===== src/rtl/rr_req_gnt_arbiter.sv =====
// Round-robin req/gnt arbiter with registered one-hot grants.
// Owners keep gnt while holding req, up to MAX_HOLD cycles.
module rr_req_gnt_arbiter #(
  parameter int N        = 4,
  parameter int MAX_HOLD = 8
) (
  input  logic                 clk,
  input  logic                 rst_n,
  input  logic [N-1:0]         req,
  output logic [N-1:0]         gnt,
  output logic [$clog2(N)-1:0] gnt_id,
  output logic                 busy,
  output logic                 timeout
);

  localparam int IW = $clog2(N);
  localparam int HW = $clog2(MAX_HOLD + 1);

  localparam logic [0:0] ST_IDLE  = 1'b0;
  localparam logic [0:0] ST_GRANT = 1'b1;

  logic [0:0]    state, state_n;
  logic [N-1:0]  gnt_n;
  logic [IW-1:0] id_n;
  logic [IW-1:0] ptr, ptr_n;
  logic [HW-1:0] hold_cnt, hold_n;
  logic          to_n;

  logic [N-1:0]  arb;
  logic [IW-1:0] win;
  logic [IW-1:0] win_nxt;
  logic          rel;
  logic          force_rel;

  // First set bit of v scanning from p upward with wrap.
  function automatic logic [IW-1:0] winner(
    input logic [N-1:0]  v,
    input logic [IW-1:0] p
  );
    logic [IW-1:0] w;
    logic          hit;
    int            idx;
    w   = '0;
    hit = 1'b0;
    for (int k = 0; k < N; k++) begin
      idx = int'(p) + k;
      if (idx >= N) idx = idx - N;
      if (!hit && v[idx]) begin
        w   = IW'(idx);
        hit = 1'b1;
      end
    end
    return w;
  endfunction

  assign busy = |gnt;

  // The current owner is masked out, so a released or
  // timed-out owner cannot win again at the same edge.
  always_comb begin
    arb       = req & ~gnt;
    win       = winner(arb, ptr);
    win_nxt   = (win == IW'(N - 1)) ? '0 : win + IW'(1);
    rel       = (state == ST_GRANT) && !req[gnt_id];
    force_rel = (state == ST_GRANT) && req[gnt_id]
                && (hold_cnt == HW'(MAX_HOLD));
  end

  always_comb begin
    state_n = state;
    gnt_n   = gnt;
    id_n    = gnt_id;
    hold_n  = hold_cnt;
    ptr_n   = ptr;
    to_n    = 1'b0;
    unique case (state)
      ST_IDLE: begin
        if (|arb) begin
          state_n    = ST_GRANT;
          gnt_n      = '0;
          gnt_n[win] = 1'b1;
          id_n       = win;
          hold_n     = HW'(1);
          ptr_n      = win_nxt;
        end
      end
      ST_GRANT: begin
        if (rel || force_rel) begin
          to_n = force_rel;
          if (|arb) begin
            gnt_n      = '0;
            gnt_n[win] = 1'b1;
            id_n       = win;
            hold_n     = HW'(1);
            ptr_n      = win_nxt;
          end else begin
            state_n = ST_IDLE;
            gnt_n   = '0;
            id_n    = '0;
            hold_n  = '0;
          end
        end else begin
          hold_n = hold_cnt + HW'(1);
        end
      end
      default: begin
        state_n = ST_IDLE;
        gnt_n   = '0;
        id_n    = '0;
        hold_n  = '0;
      end
    endcase
  end

  always_ff @(posedge clk) begin
    if (!rst_n) begin
      state    <= ST_IDLE;
      gnt      <= '0;
      gnt_id   <= '0;
      hold_cnt <= '0;
      ptr      <= '0;
      timeout  <= 1'b0;
    end else begin
      state    <= state_n;
      gnt      <= gnt_n;
      gnt_id   <= id_n;
      hold_cnt <= hold_n;
      ptr      <= ptr_n;
      timeout  <= to_n;
    end
  end

endmodule


===== config.mk =====
export PLATFORM = sky130hd
export DESIGN_NAME = rr_req_gnt_arbiter
export DESIGN_NICKNAME = d
export VERILOG_FILES = /design/src/rtl/rr_req_gnt_arbiter.sv
export SDC_FILE = /design/constraint.sdc
export NUM_CORES = 1
export LEC_CHECK = 0
export BUFFER_PORTS_ARGS = -buffer_cell sky130_fd_sc_hd__buf_4
export CORE_MARGIN = 2
export CORE_UTILIZATION = 53
export DETAILED_ROUTE_END_ITERATION = 10
export PLACE_DENSITY = 0.76
export SLEW_MARGIN = 40
export SYNTH_ARGS = -nofsm -noshare
export SYNTH_HDL_FRONTEND = slang
export SYNTH_SLANG_ARGS = --single-unit

===== constraint.sdc =====
create_clock -name clk -period 2.8 [get_ports clk]
set_input_delay 0.42 -clock clk [delete_from_list [all_inputs] [get_ports clk]]
set_output_delay 0.42 -clock clk [all_outputs]
set_load 0.02 [all_outputs]

==> flow_summary.yaml, run 1 <==
power_and_ir_drop:
  share_comb_of_total_power_pct: 47.2
  powerDensity_nw_per_um2: 813
  p_switching_mw: 0.318
  p_int_mw: 0.454
  power.share.clock_pct: 15.0
  vdd.ir_drop.worst_mv: 0.546
  power.leakage_nw: 0.383
  swShare_pct: 41.2
  seqPwrFrac_pct: 37.8
detailed_routing:
  post_drt_via_cell_ratio: 5.59
  wl_mm: 1.66
  ant_nets: 0
  route.detailed.wl_per_inst_um: 13.5
  routed-via-count: 687
  drtPass1Iterations: 3
  drc: 0
  dr.first_iter.drc_count: 11
synthesis:
  synth.top_cell.area_share_pct: 34.3
  ys_seq_elements: 14
  synth_flop_cell: "dfxtp_1"
  synth_edf_count: 0
  synth_top_area_cell: "dfxtp_1"
  ys_types: 34
  post_synth.cell_area_avg_sq_um: 8.79
  synthArstFlopShare_pct: 0
  syn_inst: 93
  synth_area_sq_um: 817
  yosys-top-cells-area: "dfxtp_1 34%, ha_1 9.2%, nand2_1 6.9%"
  synth-seq-area-share_pct: 34.3
  postSynthNetCount: 105
  yosysWarnings: 0
global_route:
  grt_pass1_wl_mm: 2.87
  first_global_vias: 649
  grt_overflow: 0
  grt_start_max_net_pins: 21
  grt.total_usage_pct: 21.4
  grt_antenna_before_repair: 0
timing:
  slew-limit-headroom_pct: 72.5
  rsz0062_at_grt: "false"
  period_needed_ns: 1.76
  fin_skew_ns: 0.0111
  setup_tns_ns: 0
  postLayoutSetupSlackWorst_ns: 1.04
  worst_pin_slew_ns: 0.411
  drv_slew: 0
  max_freq_mhz: 570
  min_period_over_period_pct: 62.7
  hold_viol_final: 0
  setup_viol: 0
die:
  placement_rows: 14
  initial_core_util_pct: 55.5
  ios: 14
  die_x_um: 43.3
  fp.coreArea_sq_um: 1470
  die_y_um: 43.3
  die-area_sq_um: 1870
placed_design:
  dp_hpwl_mm: 1.26
  portBuffers: 13
  place_ws_ns: 0.932
  gp_congestion: 0.804
  postPlaceCellArea_sq_um: 926
worst_hold_path:
  worstHoldPathCells: 3
  min_to: "timeout$_SDFF_PN0_"
  hold_path.class: "in -> reg"
  min-delay-start: "rst_n"
setup_path:
  regToRegStartpoint: "gnt[0]$_SDFFE_PN0P_"
  criticalPathCategory: "reg -> out"
  cp_data_arrival_time_ns: 1.34
  cp_max_fo: 4
  start_kind: "register"
  cp-end-kind: "primary output"
  rr_endpoint: "gnt[0]$_SDFFE_PN0P_"
  reg2regPathDepth: 7
  r2r_setup_slack_ns: 1.10
  required_ns: 2.38
cells_and_area:
  nets: 121
  drive_gt1_share_pct: 21.5
  design_area_sq_um: 948
  final_common_cell: "nand2_1"
  num_antenna_cells: 0
  fill_cells: 128
  area_growth_syn_to_layout_pct: 16.1
  most-common-layout-cells: "15 x nand2_1, 14 x dfxtp_1, 13 x buf_4, 6 x inv_1, 6 x ha_1"
clocking:
  root_buffer: "clkbuf_4"
  h-tree-depth: 1
  cts.sinks: 14
  clk_pin_slew_ns: 0.09
  ctsHoldBuffers: 0
  post-cts-setup-buffer-count: 0
  cts_tree: "built"
  numCtsBuffers: 3
  clk_path_buf_depth: 2
  postCtsResizedCells: 0
  clk_latency_ns: 0.29
outcome:
  status: "finished, final reports clean"
job:
  cap_violations: 0
cells in the mapped netlist (2+ instances only):
cell,n
inv_1,6
nand3_1,2
nand2_1,15
or2b_1,2
dfxtp_1,14
o221ai_1,2
a21boi_1,4
o21ai_0,4
o22ai_1,5
mux2i_1,2
nor2_1,5
nor2_2,2
nand2b_1,2
nor2b_1,2
ha_1,6
nand3b_1,2
sequential cells by signal (all words and copies together), names as in the netlist:
name      flops
gnt           4
gnt_id        2
hold_cnt      4
ptr           2
state         1
timeout       1
per-layer routing:
metal	global-route usage, %	part of all wire (%)
met1	29.3	50
met2	29.9	45
met3	3.83	1.7
met4	14.5	2.8
met5	0	0
critical path, cell delays in order, from the launching register on:
cell     delay (ns)
dfxtp_1        0.35
or4_1          0.52
buf_4          0.17
worst max-delay path by stage:
stage,from,depth (start not counted),end,slack [ns]
detailed placement,req[2],8,gnt[0]$_SDFFE_PN0P_,0.93
global route,gnt[0]$_SDFFE_PN0P_,7,gnt[2]$_SDFFE_PN0P_,0.92
floorplan,gnt[1]$_SDFFE_PN0P_,7,gnt[0]$_SDFFE_PN0P_,1.18
CTS,gnt[1]$_SDFFE_PN0P_,2,busy,1.05
finish,gnt[1]$_SDFFE_PN0P_,2,busy,1.04
global placement,req[2],8,gnt[2]$_SDFFE_PN0P_,0.96
kinds of logic after synthesis:
| logic type | Yosys count | synth area share (%) |
|---|---|---|
| and+or+nand+nor | 38 | 26.6 |
| AOI/OAI and AO/OA | 25 | 23.6 |
| DFF | 14 | 34.3 |
| buffers and inverters | 8 | 3.83 |
| adders and majority gates | 6 | 9.19 |
| muxes | 2 | 2.45 |
stage by stage:
step                cells  utilization [%]  hold slack [ns]  total power [mW]
floorplan              93                -            0.458             0.543
global placement      120             62.9            0.473             0.649
detailed placement    120             62.9            0.482             0.654
CTS                   123             64.5            0.453             0.773
global route          123             64.5            0.480             0.827
finish                123             64.5            0.461             0.771
area by class of cell:
cell class | instances | area, sq um | share of cell area, %
multi-input combinational | 71 | 505 | 53.3
clock buffer | 3 | 22.5 | 2.37
timing repair buffer | 13 | 97.6 | 10.3
inverter | 6 | 22.5 | 2.37
sequential | 14 | 280 | 29.6
tap | 16 | 20.0 | 2.11
power groups by stage:
stage / Sequential, mW / Clock [mW] / Combinational, mW
after floorplan: 0.310 / 0 / 0.233
after global placement: 0.293 / 0 / 0.356
after detailed placement: 0.295 / 0 / 0.359
after CTS: 0.291 / 0.118 / 0.364
after global routing: 0.300 / 0.125 / 0.402
final: 0.291 / 0.116 / 0.364
(Power assumes the default switching activity.)
==> run 2, diff against run 1 <==
- clock period: 2.8 -> 1.7 ns (I/O delays scaled with it)
==> flow_summary.yaml, run 2 (same netlist as run 1, synthesis figures left out) <==
timing:
  drv_slew: 0
  max_freq_mhz: 594
  min_period_over_period_pct: 99.1
  worst_pin_slew_ns: 0.407
  slew-limit-headroom_pct: 72.8
  period_needed_ns: 1.68
  rsz0062_at_grt: "true"
  hold_viol_final: 0
  fin_skew_ns: 0.0101
  setup_tns_ns: 0
  setup_viol: 0
cells_and_area:
  nets: 127
  final_cells: 129
  final_util_pct: 68.9
  final_common_cell: "buf_4"
  top_regs: "gnt: 4 flops, hold_cnt: 4 flops"
  most-common-layout-cells: "18 x buf_4, 15 x nand2_1, 13 x dfxtp_1, 6 x inv_1, 6 x ha_1"
  area_growth_syn_to_layout_pct: 24.0
  num_antenna_cells: 0
  drive_gt1_share_pct: 30.1
placed_design:
  portBuffers: 13
  gp_congestion: 0.818
  dp_hpwl_mm: 1.27
  dp_cells: 125
setup_path:
  regToRegStartpoint: "gnt[1]$_SDFFE_PN0P_"
  cp_data_arrival_time_ns: 1.43
  rr_endpoint: "gnt[1]$_SDFFE_PN0P_"
  required_ns: 1.44
  start_kind: "register"
  r2r_setup_slack_ns: 0.06
  criticalPathCategory: "reg -> out"
  cp_max_fo: 3
  cp-startpoint: "gnt[1]$_SDFFE_PN0P_"
  reg2regPathDepth: 7
  cp-end-kind: "primary output"
  cp-endpoint: "busy"
detailed_routing:
  dr.first_iter.drc_count: 29
  drc: 0
  post_drt_via_cell_ratio: 5.62
  routed-via-count: 725
  ant_nets: 0
  drtPass1Iterations: 4
  route.detailed.wl_per_inst_um: 14.0
  wl_mm: 1.80
global_route:
  first_global_vias: 642
  grt_pass1_wl_mm: 2.88
  grt_antenna_before_repair: 0
  grt_overflow: 0
  grt.total_usage_pct: 20.9
  grt_start_max_net_pins: 21
die:
  die_x_um: 43.3
  die_y_um: 43.3
  die-area_sq_um: 1870
  ios: 14
  fp.coreArea_sq_um: 1470
  initial_core_util_pct: 55.5
  placement_rows: 14
clocking:
  clk_path_buf_depth: 2
  clk_pin_slew_ns: 0.09
  numCtsBuffers: 3
  cts.sinks: 14
  clk_latency_ns: 0.28
  root_buffer: "clkbuf_4"
  h-tree-depth: 1
  cts_tree: "built"
power_and_ir_drop:
  finalPower_mw: 1.39
  vdd.ir_drop.worst_mv: 0.884
  power.leakage_nw: 0.417
  powerDensity_nw_per_um2: 1370
job:
  cap_violations: 0
outcome:
  status: "finished, final reports clean"
worst_hold_path:
  hold_path.class: "in -> reg"
-- run 2: per-layer routing --
metal / vias up / wire, um / GRT usage, %
li1: 367 / - / -
met3: 4 / 62 / 5.11
met5: - / 0 / 0
met4: 0 / 23 / 9.09
met1: 341 / 858 / 28.9
met2: 13 / 858 / 30.4
-- run 2: critical path, stage by stage, from the launching register on --
cell     delay (ns)
dfxtp_2        0.33
buf_4          0.14
or4_4          0.53
buf_6          0.15
-- run 2: where the power goes --
| part | switching, mW | total (mW) | internal (mW) |
|---|---|---|---|
| Clock | 0.105 | 0.187 | 0.0822 |
| Sequential | 0.0738 | 0.473 | 0.399 |
| Combinational | 0.381 | 0.732 | 0.351 |
| Total | 0.560 | 1.39 | 0.832 |
-- run 2: stage by stage --
step	setup WS, ns	hold slack, ns	cell area, sq um
2_1_floorplan	0.0828	0.458	817
3_3_place_gp	0.0566	0.472	963
5_1_grt	-0.0557	0.311	1010
3_5_place_dp	0.000916	0.485	963
4_1_cts	0.0138	0.304	986
6_report	0.0157	0.310	1010
-- run 2: area by class of cell --
cell class              instances  area (sq um)
clock buffers                   3          22.5
fillers                       128           458
inverters                       6          22.5
multi-input cells              71           520
flip-flops and latches         14           282
well taps                      16          20.0
repair buffers                 19           146
-- run 2: repair_timing --
item / CTS / global route
hold buffers: 0 / 0
endpoints found under the setup margin: 0 / 6
buffers inserted: 0 / 1
resized for setup: 0 / 6
endpoints found under the hold margin: 0 / 0
-- run 2: worst min path at each step --
stage                              from                       end  depth (start not counted)
6_report                          rst_n          state$_SDFF_PN0_                          2
5_1_grt                           rst_n          state$_SDFF_PN0_                          2
4_1_cts                           rst_n          state$_SDFF_PN0_                          2
3_5_place_dp   hold_cnt[3]$_SDFFE_PN0P_  hold_cnt[3]$_SDFFE_PN0P_                          2
3_3_place_gp   hold_cnt[3]$_SDFFE_PN0P_  hold_cnt[3]$_SDFFE_PN0P_                          2
2_1_floorplan  hold_cnt[3]$_SDFFE_PN0P_  hold_cnt[3]$_SDFFE_PN0P_                          2
==> run 3, diff against run 2 <==
- TNS_END_PERCENT: not set -> 10
- clock period: 1.7 -> 1.8 ns (I/O delays scaled with it)
==> flow_summary.yaml, run 3 (same netlist as run 1, synthesis figures left out) <==
placed_design:
  dp_hpwl_mm: 1.23
  portBuffers: 13
  gp_congestion: 0.804
  place_ws_ns: 0.0584
timing:
  hold_slack_ns: 0.297
  min_period_over_period_pct: 94.2
  hold_viol_final: 0
  worst_pin_slew_ns: 0.409
  max_freq_mhz: 590
  postLayoutSetupSlackWorst_ns: 0.104
  setup_viol: 0
  slew-limit-headroom_pct: 72.7
  drv_slew: 0
  period_needed_ns: 1.70
  setup_tns_ns: 0
  fin_skew_ns: 0.000425
power_and_ir_drop:
  p_switching_mw: 0.524
  finalPower_mw: 1.30
  power.share.clock_pct: 18.3
  power.leakage_nw: 0.397
  powerDensity_nw_per_um2: 1320
  p_int_mw: 0.771
  share_comb_of_total_power_pct: 46.5
  seqPwrFrac_pct: 35.2
  swShare_pct: 40.5
  vdd.ir_drop.worst_mv: 0.940
worst_hold_path:
  hold_path.class: "in -> reg"
  worstHoldPathCells: 3
clocking:
  clk_pin_slew_ns: 0.09
  root_buffer: "clkbuf_4"
  numCtsBuffers: 3
  h-tree-depth: 1
  cts.sinks: 14
  clk_latency_ns: 0.29
  clk_path_buf_depth: 2
  cts_tree: "built"
  ctsHoldBuffers: 0
setup_path:
  critPathMaxStageDelay_ns: 0.39
  cp_slowest_cell: "dfxtp_1"
  crit_family: "compound AO/OA/AOI/OAI gates"
  path_buf_inv: 1
  cp.depth: 7
  cp-end-kind: "register"
  cp_max_fo: 5
  start_kind: "register"
  required_ns: 2.02
  criticalPathCategory: "reg -> reg"
  reg2regPathDepth: 7
  crit_chain: "and2b_1 > a311oi_2 > o32a_1 > buf_4 > ha_1 > nand2_1 > o22ai_1"
  cp_data_arrival_time_ns: 1.92
detailed_routing:
  post_drt_via_cell_ratio: 5.66
  wl_mm: 1.78
  routed-via-count: 708
  drtPass1Iterations: 4
  drc: 0
  route.detailed.wl_per_inst_um: 14.2
  ant_nets: 0
  dr.first_iter.drc_count: 14
global_route:
  grt.total_usage_pct: 21.8
  grt_pass1_wl_mm: 2.88
  grt_start_max_net_pins: 21
  first_global_vias: 669
  grt_overflow: 0
  grt_antenna_before_repair: 0
die:
  die-area_sq_um: 1870
  ios: 14
  placement_rows: 14
  initial_core_util_pct: 55.5
  fp.coreArea_sq_um: 1470
  die_x_um: 43.3
  die_y_um: 43.3
cells_and_area:
  area_growth_syn_to_layout_pct: 19.9
  drive_gt1_share_pct: 24.8
  final_util_pct: 66.6
  most-common-layout-cells: "15 x nand2_1, 14 x dfxtp_1, 14 x buf_4, 6 x inv_1, 6 x ha_1"
  nets: 122
  fill_cells: 142
  final_common_cell: "nand2_1"
  top_regs: "gnt: 4 flops, hold_cnt: 4 flops"
  num_antenna_cells: 0
outcome:
  status: "finished, final reports clean"
job:
  cap_violations: 0
[run 3: cell count changes in the layout (fill, tap and decap cells not counted), sizes merged]
cell | previous run | this run
buf | 19 | 14
clkbuf | 3 | 4
[run 3: layout make-up]
| class | instances | area (sq um) | share of cell area (%) |
|---|---|---|---|
| Multi-Input combinational cell | 71 | 515 | 52.6 |
| Sequential cell | 14 | 280 | 28.6 |
| Timing Repair Buffer | 14 | 105 | 10.7 |
| Clock buffer | 4 | 36.3 | 3.70 |
| Inverter | 6 | 22.5 | 2.30 |
| Tap cell | 16 | 20.0 | 2.04 |
[run 3: worst min-delay path, delay by kind of cell]
kind	cells	cell delay, ns
buffers and inverters	1	0.18
AND/OR/NAND/NOR	2	0.10
[run 3: routing by layer]
metal	up-vias	share of wire, %	GRT usage, %
li1	366	-	-
met1	329	49	27.8
met2	8	45	30.4
met3	5	2.5	7.66
met4	0	2.9	14.5
met5	-	0	0
[run 3: worst paths after layout]
| kind | start | slack, ns | endpoint |
|---|---|---|---|
| worst max-delay path | gnt[1]$_SDFFE_PN0P_ | 0.10 | gnt[2]$_SDFFE_PN0P_ |
| worst min-delay path | rst_n | 0.30 | timeout$_SDFF_PN0_ |
| worst max register to register | gnt[1]$_SDFFE_PN0P_ | 0.10 | gnt[2]$_SDFFE_PN0P_ |
| worst min register to register | hold_cnt[3]$_SDFFE_PN0P_ | 0.49 | hold_cnt[3]$_SDFFE_PN0P_ |
[run 3: power by group through the flow]
| stage | clock network [mW] | logic, mW | registers (mW) |
|---|---|---|---|
| after global placement | 0 | 0.553 | 0.456 |
| after CTS | 0.238 | 0.567 | 0.451 |
| after floorplan | 0 | 0.363 | 0.482 |
| after global routing | 0.252 | 0.663 | 0.467 |
| after detailed placement | 0 | 0.558 | 0.458 |
| final | 0.237 | 0.602 | 0.456 |
[run 3: stage by stage]
step,cell area (sq um),std cells
detailed placement,926,120
global route,980,125
floorplan,817,93
CTS,962,124
global placement,926,120
finish,980,125
[run 3: timing repair]
item,in CTS,in global routing
resized for setup,0,2
setup buffers,0,1
setup endpoints to repair,0,5
